==> src/rtl/vjtag_mem_bridge_if.sv <==
// Memory-side bus of the virtual-JTAG bridge: address, write data/strobe
// and read data from a synchronous RAM (one tck of read latency).
interface vjtag_mem_bridge_if #(
    parameter int ADDR_W = 16,
    parameter int DATA_W = 8
);
    logic [ADDR_W-1:0] mem_addr;
    logic [DATA_W-1:0] mem_wdata;
    logic              mem_we;
    logic [DATA_W-1:0] mem_rdata;

    modport master (
        output mem_addr,
        output mem_wdata,
        output mem_we,
        input  mem_rdata
    );

    modport slave (
        input  mem_addr,
        input  mem_wdata,
        input  mem_we,
        output mem_rdata
    );
endinterface

==> src/rtl/vjtag_mem_bridge.sv <==
// Virtual-JTAG to memory bridge: ADDR/WDATA/RDATA data registers with an
// auto-incrementing address, sticky length-error flag reported through IR capture.
module vjtag_mem_bridge #(
    parameter int ADDR_W = 16,
    parameter int DATA_W = 8
) (
    input  logic                tck,
    input  logic                reset,
    input  logic                tdi,
    output logic                tdo,
    input  logic [1:0]          ir_in,
    output logic [1:0]          ir_out,
    input  logic                virtual_state_cdr,
    input  logic                virtual_state_sdr,
    input  logic                virtual_state_udr,
    input  logic                virtual_state_cir,
    input  logic                virtual_state_uir,
    input  logic                proc_done,
    vjtag_mem_bridge_if.master  mem
);

    typedef enum logic [1:0] {
        IDLE   = 2'd0,
        SHIFT  = 2'd1,
        COMMIT = 2'd2
    } state_t;

    localparam logic [1:0] IR_BYPASS = 2'b00;
    localparam logic [1:0] IR_ADDR   = 2'b01;
    localparam logic [1:0] IR_WDATA  = 2'b10;
    localparam logic [1:0] IR_RDATA  = 2'b11;

    localparam logic [5:0] ADDR_LEN = 6'(ADDR_W);
    localparam logic [5:0] DATA_LEN = 6'(DATA_W);
    localparam logic [4:0] CNT_MAX  = 5'd31;

    state_t            state_q, state_d;
    logic [ADDR_W-1:0] shift_q, shift_d;
    logic [4:0]        cnt_q, cnt_d;
    logic [ADDR_W-1:0] mem_addr_q, mem_addr_d;
    logic [DATA_W-1:0] mem_wdata_q, mem_wdata_d;
    logic              mem_we_q, mem_we_d;
    logic              err_q, err_d;
    logic [1:0]        ir_out_q, ir_out_d;
    logic              dr_valid;

    // BYPASS never errors; the other registers need exactly their field length.
    always_comb begin
        case (ir_in)
            IR_ADDR:            dr_valid = ({1'b0, cnt_q} == ADDR_LEN);
            IR_WDATA, IR_RDATA: dr_valid = ({1'b0, cnt_q} == DATA_LEN);
            default:            dr_valid = 1'b1;
        endcase
    end

    always_comb begin
        state_d     = state_q;
        shift_d     = shift_q;
        cnt_d       = cnt_q;
        mem_addr_d  = mem_addr_q;
        mem_wdata_d = mem_wdata_q;
        mem_we_d    = 1'b0;
        err_d       = err_q;
        ir_out_d    = ir_out_q;

        if (virtual_state_cir) begin
            ir_out_d = {err_q, proc_done};
        end
        if (virtual_state_uir && (ir_in == IR_BYPASS)) begin
            err_d = 1'b0;
        end

        // The write strobe is high for the whole COMMIT cycle; the address moves on after it.
        if (state_q == COMMIT) begin
            mem_addr_d = mem_addr_q + ADDR_W'(1);
            state_d    = IDLE;
        end

        if (virtual_state_cdr) begin
            case (ir_in)
                IR_ADDR: shift_d = mem_addr_q;
                IR_RDATA: begin
                    shift_d               = '0;
                    shift_d[DATA_W-1:0]   = mem.mem_rdata;
                end
                default: shift_d = '0;
            endcase
            cnt_d   = '0;
            state_d = SHIFT;
        end else if (virtual_state_sdr) begin
            case (ir_in)
                IR_ADDR: shift_d = {tdi, shift_q[ADDR_W-1:1]};
                IR_WDATA, IR_RDATA: begin
                    for (int i = 0; i < DATA_W - 1; i++) begin
                        shift_d[i] = shift_q[i+1];
                    end
                    shift_d[DATA_W-1] = tdi;
                end
                default: shift_d[0] = tdi;
            endcase
            cnt_d = (cnt_q == CNT_MAX) ? CNT_MAX : cnt_q + 5'd1;
        end else if (virtual_state_udr && (state_q == SHIFT)) begin
            state_d = IDLE;
            if (!dr_valid) begin
                err_d = 1'b1;
            end else begin
                case (ir_in)
                    IR_ADDR: mem_addr_d = shift_q;
                    IR_WDATA: begin
                        mem_wdata_d = shift_q[DATA_W-1:0];
                        mem_we_d    = 1'b1;
                        state_d     = COMMIT;
                    end
                    IR_RDATA: mem_addr_d = mem_addr_q + ADDR_W'(1);
                    default: ;
                endcase
            end
        end
    end

    always_ff @(posedge tck) begin
        if (reset) begin
            state_q     <= IDLE;
            shift_q     <= '0;
            cnt_q       <= '0;
            mem_addr_q  <= '0;
            mem_wdata_q <= '0;
            mem_we_q    <= 1'b0;
            err_q       <= 1'b0;
            ir_out_q    <= 2'b00;
        end else begin
            state_q     <= state_d;
            shift_q     <= shift_d;
            cnt_q       <= cnt_d;
            mem_addr_q  <= mem_addr_d;
            mem_wdata_q <= mem_wdata_d;
            mem_we_q    <= mem_we_d;
            err_q       <= err_d;
            ir_out_q    <= ir_out_d;
        end
    end

    // Gating with reset lets a reset that lands in COMMIT cancel the pending write.
    assign mem.mem_we    = mem_we_q & ~reset;
    assign mem.mem_addr  = mem_addr_q;
    assign mem.mem_wdata = mem_wdata_q;
    assign tdo           = shift_q[0];
    assign ir_out        = ir_out_q;

endmodule

==> src/flat_wrapper.sv <==
// flat-port wrapper written by rule: the top's interface ports become plain ports
module vjtag_mem_bridge_flat 
#(
    parameter int ADDR_W = 16,
    parameter int DATA_W = 8
)
  (tck, reset, tdi, tdo, ir_in, ir_out, virtual_state_cdr, virtual_state_sdr, virtual_state_udr, virtual_state_cir, virtual_state_uir, proc_done, mem_mem_addr, mem_mem_wdata, mem_mem_we, mem_mem_rdata);
  vjtag_mem_bridge_if #(.ADDR_W(ADDR_W), .DATA_W(DATA_W)) mem_i ();
  input  logic tck;
  input  logic reset;
  input  logic tdi;
  output logic tdo;
  input  logic [1:0] ir_in;
  output logic [1:0] ir_out;
  input  logic virtual_state_cdr;
  input  logic virtual_state_sdr;
  input  logic virtual_state_udr;
  input  logic virtual_state_cir;
  input  logic virtual_state_uir;
  input  logic proc_done;
  output wire logic [$bits(mem_i.mem_addr)-1:0] mem_mem_addr;
  output wire logic [$bits(mem_i.mem_wdata)-1:0] mem_mem_wdata;
  output wire logic [$bits(mem_i.mem_we)-1:0] mem_mem_we;
  input wire logic [$bits(mem_i.mem_rdata)-1:0] mem_mem_rdata;
  assign mem_mem_addr = mem_i.mem_addr;
  assign mem_mem_wdata = mem_i.mem_wdata;
  assign mem_mem_we = mem_i.mem_we;
  assign mem_i.mem_rdata = mem_mem_rdata;
  vjtag_mem_bridge #(.ADDR_W(ADDR_W), .DATA_W(DATA_W)) u_core (.tck(tck), .reset(reset), .tdi(tdi), .tdo(tdo), .ir_in(ir_in), .ir_out(ir_out), .virtual_state_cdr(virtual_state_cdr), .virtual_state_sdr(virtual_state_sdr), .virtual_state_udr(virtual_state_udr), .virtual_state_cir(virtual_state_cir), .virtual_state_uir(virtual_state_uir), .proc_done(proc_done), .mem(mem_i));
endmodule
==> config.mk <==
export PLATFORM = sky130hd
export DESIGN_NAME = vjtag_mem_bridge_flat
export DESIGN_NICKNAME = d
export VERILOG_FILES = /design/src/rtl/vjtag_mem_bridge_if.sv /design/src/rtl/vjtag_mem_bridge.sv /design/src/flat_wrapper.sv
export SDC_FILE = /design/constraint.sdc
export NUM_CORES = 1
export LEC_CHECK = 0
export CORE_MARGIN = 2
export CORE_UTILIZATION = 41
export CTS_BUF_LIST = sky130_fd_sc_hd__clkbuf_4
export CTS_CLUSTER_DIAMETER = 80
export DETAILED_ROUTE_END_ITERATION = 8
export GPL_ROUTABILITY_DRIVEN = 0
export GPL_TIMING_DRIVEN = 0
export PLACE_DENSITY = 0.66
export SLEW_MARGIN = 5
export SYNTH_ARGS = -nofsm -noshare
export SYNTH_HDL_FRONTEND = slang
export SYNTH_SLANG_ARGS = --single-unit
==> constraint.sdc <==
create_clock -name tck -period 2.2 [get_ports tck]
set_input_delay 0.55 -clock tck [delete_from_list [all_inputs] [get_ports tck]]
set_output_delay 0.55 -clock tck [all_outputs]
set_load 0.03 [all_outputs]
; ---- Word level (Yosys, flattened, before mapping)
; Index checks and enable logic that the tools add are counted.
[totals]
input_bits = 19
word_cells = 66
out_inout_bits = 28
reg_bits = 51
[op_classes]
n_mux = 26
n_reduce_logical = 13
add_sub_neg = 2
bitwise = 6
eq_ne = 8
[ops]
columns = op, count
row1 = 16-bit 2-to-1 mux, 7
row2 = 16-bit case mux with 2 select lines, 2
row3 = "16-bit by 1-bit adder with 16-bit output, second input constant", 1
row4 = 7-bit case mux with 2 select lines, 1
row5 = "5-bit == test, second input constant", 2
row6 = 2-bit 2-to-1 mux, 5
row7 = 1-bit 2-to-1 mux, 8
row8 = 8-bit 2-to-1 mux, 1
row9 = "2-bit == test, second input constant", 3
row10 = "5-bit by 1-bit adder with 5-bit output, second input constant", 1
row11 = "5-bit by 4-bit == test with 1-bit output, second input constant", 1
row12 = 5-bit 2-to-1 mux, 1
row13 = 1-bit inverter, 5
row14 = 5-bit AND reduction, 1
row15 = 5-bit OR reduction, 1
row16 = "2-bit by 1-bit == test with 1-bit output, second input constant", 2
row17 = 2-bit AND reduction, 2
row18 = 2-bit nonzero test, 2
row19 = 2-bit OR reduction, 2
row20 = 3-bit nonzero test, 1
row21 = 3-bit OR reduction, 1
row22 = 1-bit logical AND, 2
row23 = 2-bit logical NOT, 1
row24 = 1-bit case mux with 2 select lines, 1
row25 = 1-bit bitwise AND, 1

; ---- Logic depth before layout (Yosys ltp)
[depth]
depth_word = 7
depth_mapped = 8
ltp_nobuf = 7

; ---- Worst setup path before layout
; No wires, ideal clock.
[synth_timing]
path_type = register -> register
from = reg u_core.mem_addr_q[0] (netlist: u_core.mem.mem_addr[0])
to = reg u_core.mem_addr_q[14] (netlist: u_core.mem.mem_addr[14])
setup_ns = 0.091
period_less_slack_ns = 2.326
t_required_ns = 2.109
path_buffers = 0
arrival_ns = 2.235
slack_ns = -0.126
path_stages_with_launch = 6
cell_sequence = dfxtp_1 > ha_1 > nand3_4 > or4_4 > or4_1 > a311oi_1
[synth_via]
elab_chain_len = 7
[synth_lines]
columns = item, line
row1 = start: declaration, vjtag_mem_bridge.sv:40  ; logic [ADDR_W-1:0] mem_addr_q, mem_addr_d;
row2 = start signal: assignment, vjtag_mem_bridge.sv:135  ; mem_addr_q <= mem_addr_d;
row3 = 16-bit by 1-bit adder with 16-bit output *, "vjtag_mem_bridge.sv:75, vjtag_mem_bridge.sv:114"
row4 = 16-bit 2-to-1 mux, vjtag_mem_bridge.sv:74  ; if (state_q == COMMIT) begin
row5 = 16-bit case mux with 2 select lines, vjtag_mem_bridge.sv:107  ; case (ir_in)
row6 = 16-bit 2-to-1 mux, vjtag_mem_bridge.sv:104  ; if (!dr_valid) begin
row7 = 16-bit 2-to-1 mux, vjtag_mem_bridge.sv:102  ; end else if (virtual_state_udr && (state_q == SHIFT)) begin
row8 = 16-bit 2-to-1 mux, vjtag_mem_bridge.sv:90  ; end else if (virtual_state_sdr) begin
row9 = 16-bit 2-to-1 mux *, vjtag_mem_bridge.sv:79  ; if (virtual_state_cdr) begin
; Every way passes the cells marked *; elsewhere a longest branch is shown, timed or not.
; A chain may end at the register's enable or synchronous reset.

; ---- Worst setup path in the final report
[layout_timing]
from = reg u_core.mem_addr_q[5] (netlist: u_core.mem.mem_addr[5])
to = out mem_mem_addr[5]
[layout_rtl]
columns = item, line
row1 = end: declaration, flat_wrapper.sv:21  ; output wire logic [$bits(mem_i.mem_addr)-1:0] mem_mem_addr;
; No word-level cell between the ends.

==> metrics.cfg <==
[global_routing]
grt_max_degree = 16
globalRouteOverflowTotal = 0
antenna_found_initial = 0
track_usage_pct = 21.0
met1_usage_pct = 29.0
top_usage_layer = met2
met2_usage_pct = 34.0
grt_pass1_vias = 2540
grt_pass1_wl_um = 12600
grt_util_met3_pct = 4.19

[detailed_routing]
drc = 0
drt_iter0_drc = 152
num_vias = 2601
ant_nets = 0
vias_per_cell = 5.77
wl_per_cell_um = 17.0
wirelength_um = 7690
dr.pass1.iters = 4

[clock_network]
cts.root.buffer_cell = clkbuf_4
htree_num_levels = 2
numClockSinks = 51
hold_buffers = 0
clock_path_buffers = 2
clk_pin_slew_ns = 0.15
clkLatencyLatePin_ns = 0.38
cts_tree = built
cts_buffers = 5

[synth]
synth_cell_types = 55
synth_cells = 322
synthFlopType = dfxtp_1
ys_ff_latch = 51
synth_edf_count = 0
yosysWarnings = 0
syn_avg_cell_area_um2 = 8.61
synthesis.nets = 344
ys_async_sr_fraction_pct = 0
netlist_area_mm2 = 0.00277
yosysSeqAreaShare_pct = 36.8

[floorplanning]
pin_count = 47
die_y_um = 86.2
die_w_um = 86.2
design.die.area_mm2 = 0.00743
coreArea_mm2 = 0.00646
start_util_pct = 42.9
row_count = 29

[sta]
fmax_ghz = 0.467
finalCriticalPeriod_ns = 2.14
fin_crit_sh_pct = 97.3
whs_ns = 0.433
report.final.slew_viol_count = 0
worst_pin_slew_ns = 0.671
setup_viol = 0
hold_viol = 0
slew_headroom_pct = 55.2
fin_skew_ns = 0.0210

[setup_path]
critPathRequiredTime_ns = 1.65
reg2reg_from = u_core.mem.mem_addr[0]
crit_arrival_ns = 1.59
crit_chain = clkdlybuf4s50_1
rr_worst_depth = 5
end_kind = output pin
rrSetupSlack_ns = 0.06
crit_start = u_core.mem.mem_addr[5]
worstPathMaxFanout = 6
start_kind = register
crit_buf_inv = 1
rr_endpoint = u_core.mem.mem_addr[14]
critPathTopFamily = buffers and inverters
slowest_delay_ns = 0.72
slowest_stage = clkdlybuf4s50_1
setup.worst_path.class = reg2out

[finish]
drive_above_1_share_pct = 11.2
syn2layout_area_growth_pct = 24.2
finish.utilization_pct = 53.3
final_net_count = 395
diodes = 0

[hold_path]
hold_end = u_core.mem_we_q
hp-class = in2reg
holdPathStages = 2
min-delay-start = reset

[pwr]
p_total_mw = 1.60
p_leak_nw = 1.29
power-per-cell-area_mw_per_mm2 = 464
irDropWorstVdd_mv = 0.284

[status]
status = complete, no violations

[placement]
port_buffers = 43
hpwlAfterDp_um = 5420

[run]
maxCapViolations = 0

==> report_power, final <==
part | internal, mW | total [mW] | switching, mW | leakage [nW]
sequential | 0.939 | 0.957 | 0.0188 | 0.415
clock | 0.136 | 0.447 | 0.311 | 0.0317
combinational | 0.0870 | 0.194 | 0.107 | 0.842
total | 1.16 | 1.60 | 0.436 | 1.29
==> routing by layer <==
| metal | wire length, um | share of wire [%] | vias up |
|---|---|---|---|
| met5 | 0 | 0 | - |
| met4 | 53 | 0.69 | 0 |
| met3 | 464 | 6.0 | 5 |
| met2 | 3710 | 48 | 61 |
| met1 | 3460 | 45 | 1250 |
| li1 | - | - | 1285 |
==> cell usage after synthesis, types with 6 or more instances <==
library cell,instances,area share (%)
a2bb2oi_1,8,2.5
nor2_1,50,6.8
o22ai_1,9,2.0
xor2_1,6,1.9
dfxtp_1,51,37
a211oi_1,7,1.9
clkbuf_1,11,1.5
o21ai_0,8,1.4
inv_1,13,1.8
a311oi_1,7,2.2
nor3_1,7,1.3
nand2_1,16,2.2
mux2i_1,30,11
a21oi_1,10,1.8
==> placed cells by master (no fill, tap or decap), types with 4 or more instances in the layout <==
| master | netlist | routed |
|---|---|---|
| nor3_1 | 7 | 6 |
| clkbuf_4 | 0 | 6 |
| xor2_1 | 6 | 6 |
| buf_2 | 4 | 4 |
| a211oi_1 | 7 | 7 |
| dfxtp_1 | 51 | 47 |
| inv_1 | 13 | 13 |
| nand2_1 | 16 | 16 |
| nor4_1 | 4 | 4 |
| clkdlybuf4s50_1 | 0 | 39 |
| or4_1 | 5 | 4 |
| o22ai_1 | 9 | 9 |
| nand4_1 | 4 | 4 |
| a21oi_1 | 10 | 10 |
| o21ai_0 | 8 | 8 |
| a311oi_1 | 7 | 4 |
| clkbuf_1 | 11 | 10 |
| nor2b_1 | 5 | 4 |
| nand3_1 | 5 | 4 |
| nand2b_1 | 4 | 4 |
| xnor2_1 | 4 | 4 |
| a2bb2oi_1 | 8 | 8 |
| nor2_1 | 50 | 50 |
| o31ai_1 | 4 | 4 |
| mux2i_1 | 30 | 30 |
==> what timing repair did <==
action / CTS / global route
gates resized for setup: 4 / 18
pin swaps: 1 / 1
endpoints found under the setup margin: 10 / 18
buffers inserted: 1 / 0
==> state kept, by name, indices dropped and copies added, names as in the netlist <==
| name | flops |
|---|---|
| u_core.err_q | 1 |
| u_core.cnt_q | 5 |
| u_core.mem.mem_addr | 16 |
| u_core.mem_we_q | 1 |
| u_core.ir_out | 2 |
| u_core.state_q | 2 |
| u_core.shift_q | 16 |
| u_core.mem.mem_wdata | 8 |
==> layout make-up <==
type,instances,area [um2]
clock buffers,6,45.0
plain buffers,21,115
flip-flops and latches,51,1030
multi-input cells,237,1650
inverters,13,48.8
fillers,642,3020
well taps,77,96.3
repair buffers,44,444
clock inverters,2,12.5
==> kinds of logic (layout without fill, tap and decap cells) <==
group           after synthesis  after routing  synth area share [%]
mux                          30             30                  10.8
flops                        51             51                  36.8
fa+ha+maj                     3              3                  1.35
buf+inv                      34             86                  5.60
xor+xnor                     10             10                  3.16
simple gates                120            120                  22.8
compound gates               74             74                  19.4
==> how the worst max path moves through the flow <==
| stage | end | slack (ns) | cells after the start |
|---|---|---|---|
| 6_report | mem_mem_addr[5] | 0.06 | 1 |
| 5_1_grt | u_core.mem.mem_addr[14] | -0.01 | 4 |
| 4_1_cts | u_core.mem.mem_addr[12] | 0.01 | 7 |
| 3_5_place_dp | u_core.mem.mem_addr[12] | -0.53 | 7 |
| 3_3_place_gp | u_core.mem.mem_addr[12] | -0.53 | 7 |
| 2_1_floorplan | u_core.mem.mem_addr[12] | 0.04 | 6 |
==> per-stage QoR <==
step / TNS [ns] / setup slack [ns] / instance area [um2] / cells
after detailed placement: -10.71 / -0.533 / 3300 / 442
after CTS: 0 / 0.0141 / 3370 / 451
after global placement: -10.95 / -0.533 / 3300 / 442
after global routing: -0.0179 / -0.0135 / 3440 / 451
final: 0 / 0.0597 / 3440 / 451
after floorplan: 0 / 0.0380 / 2770 / 322
(Power assumes the default switching activity.)
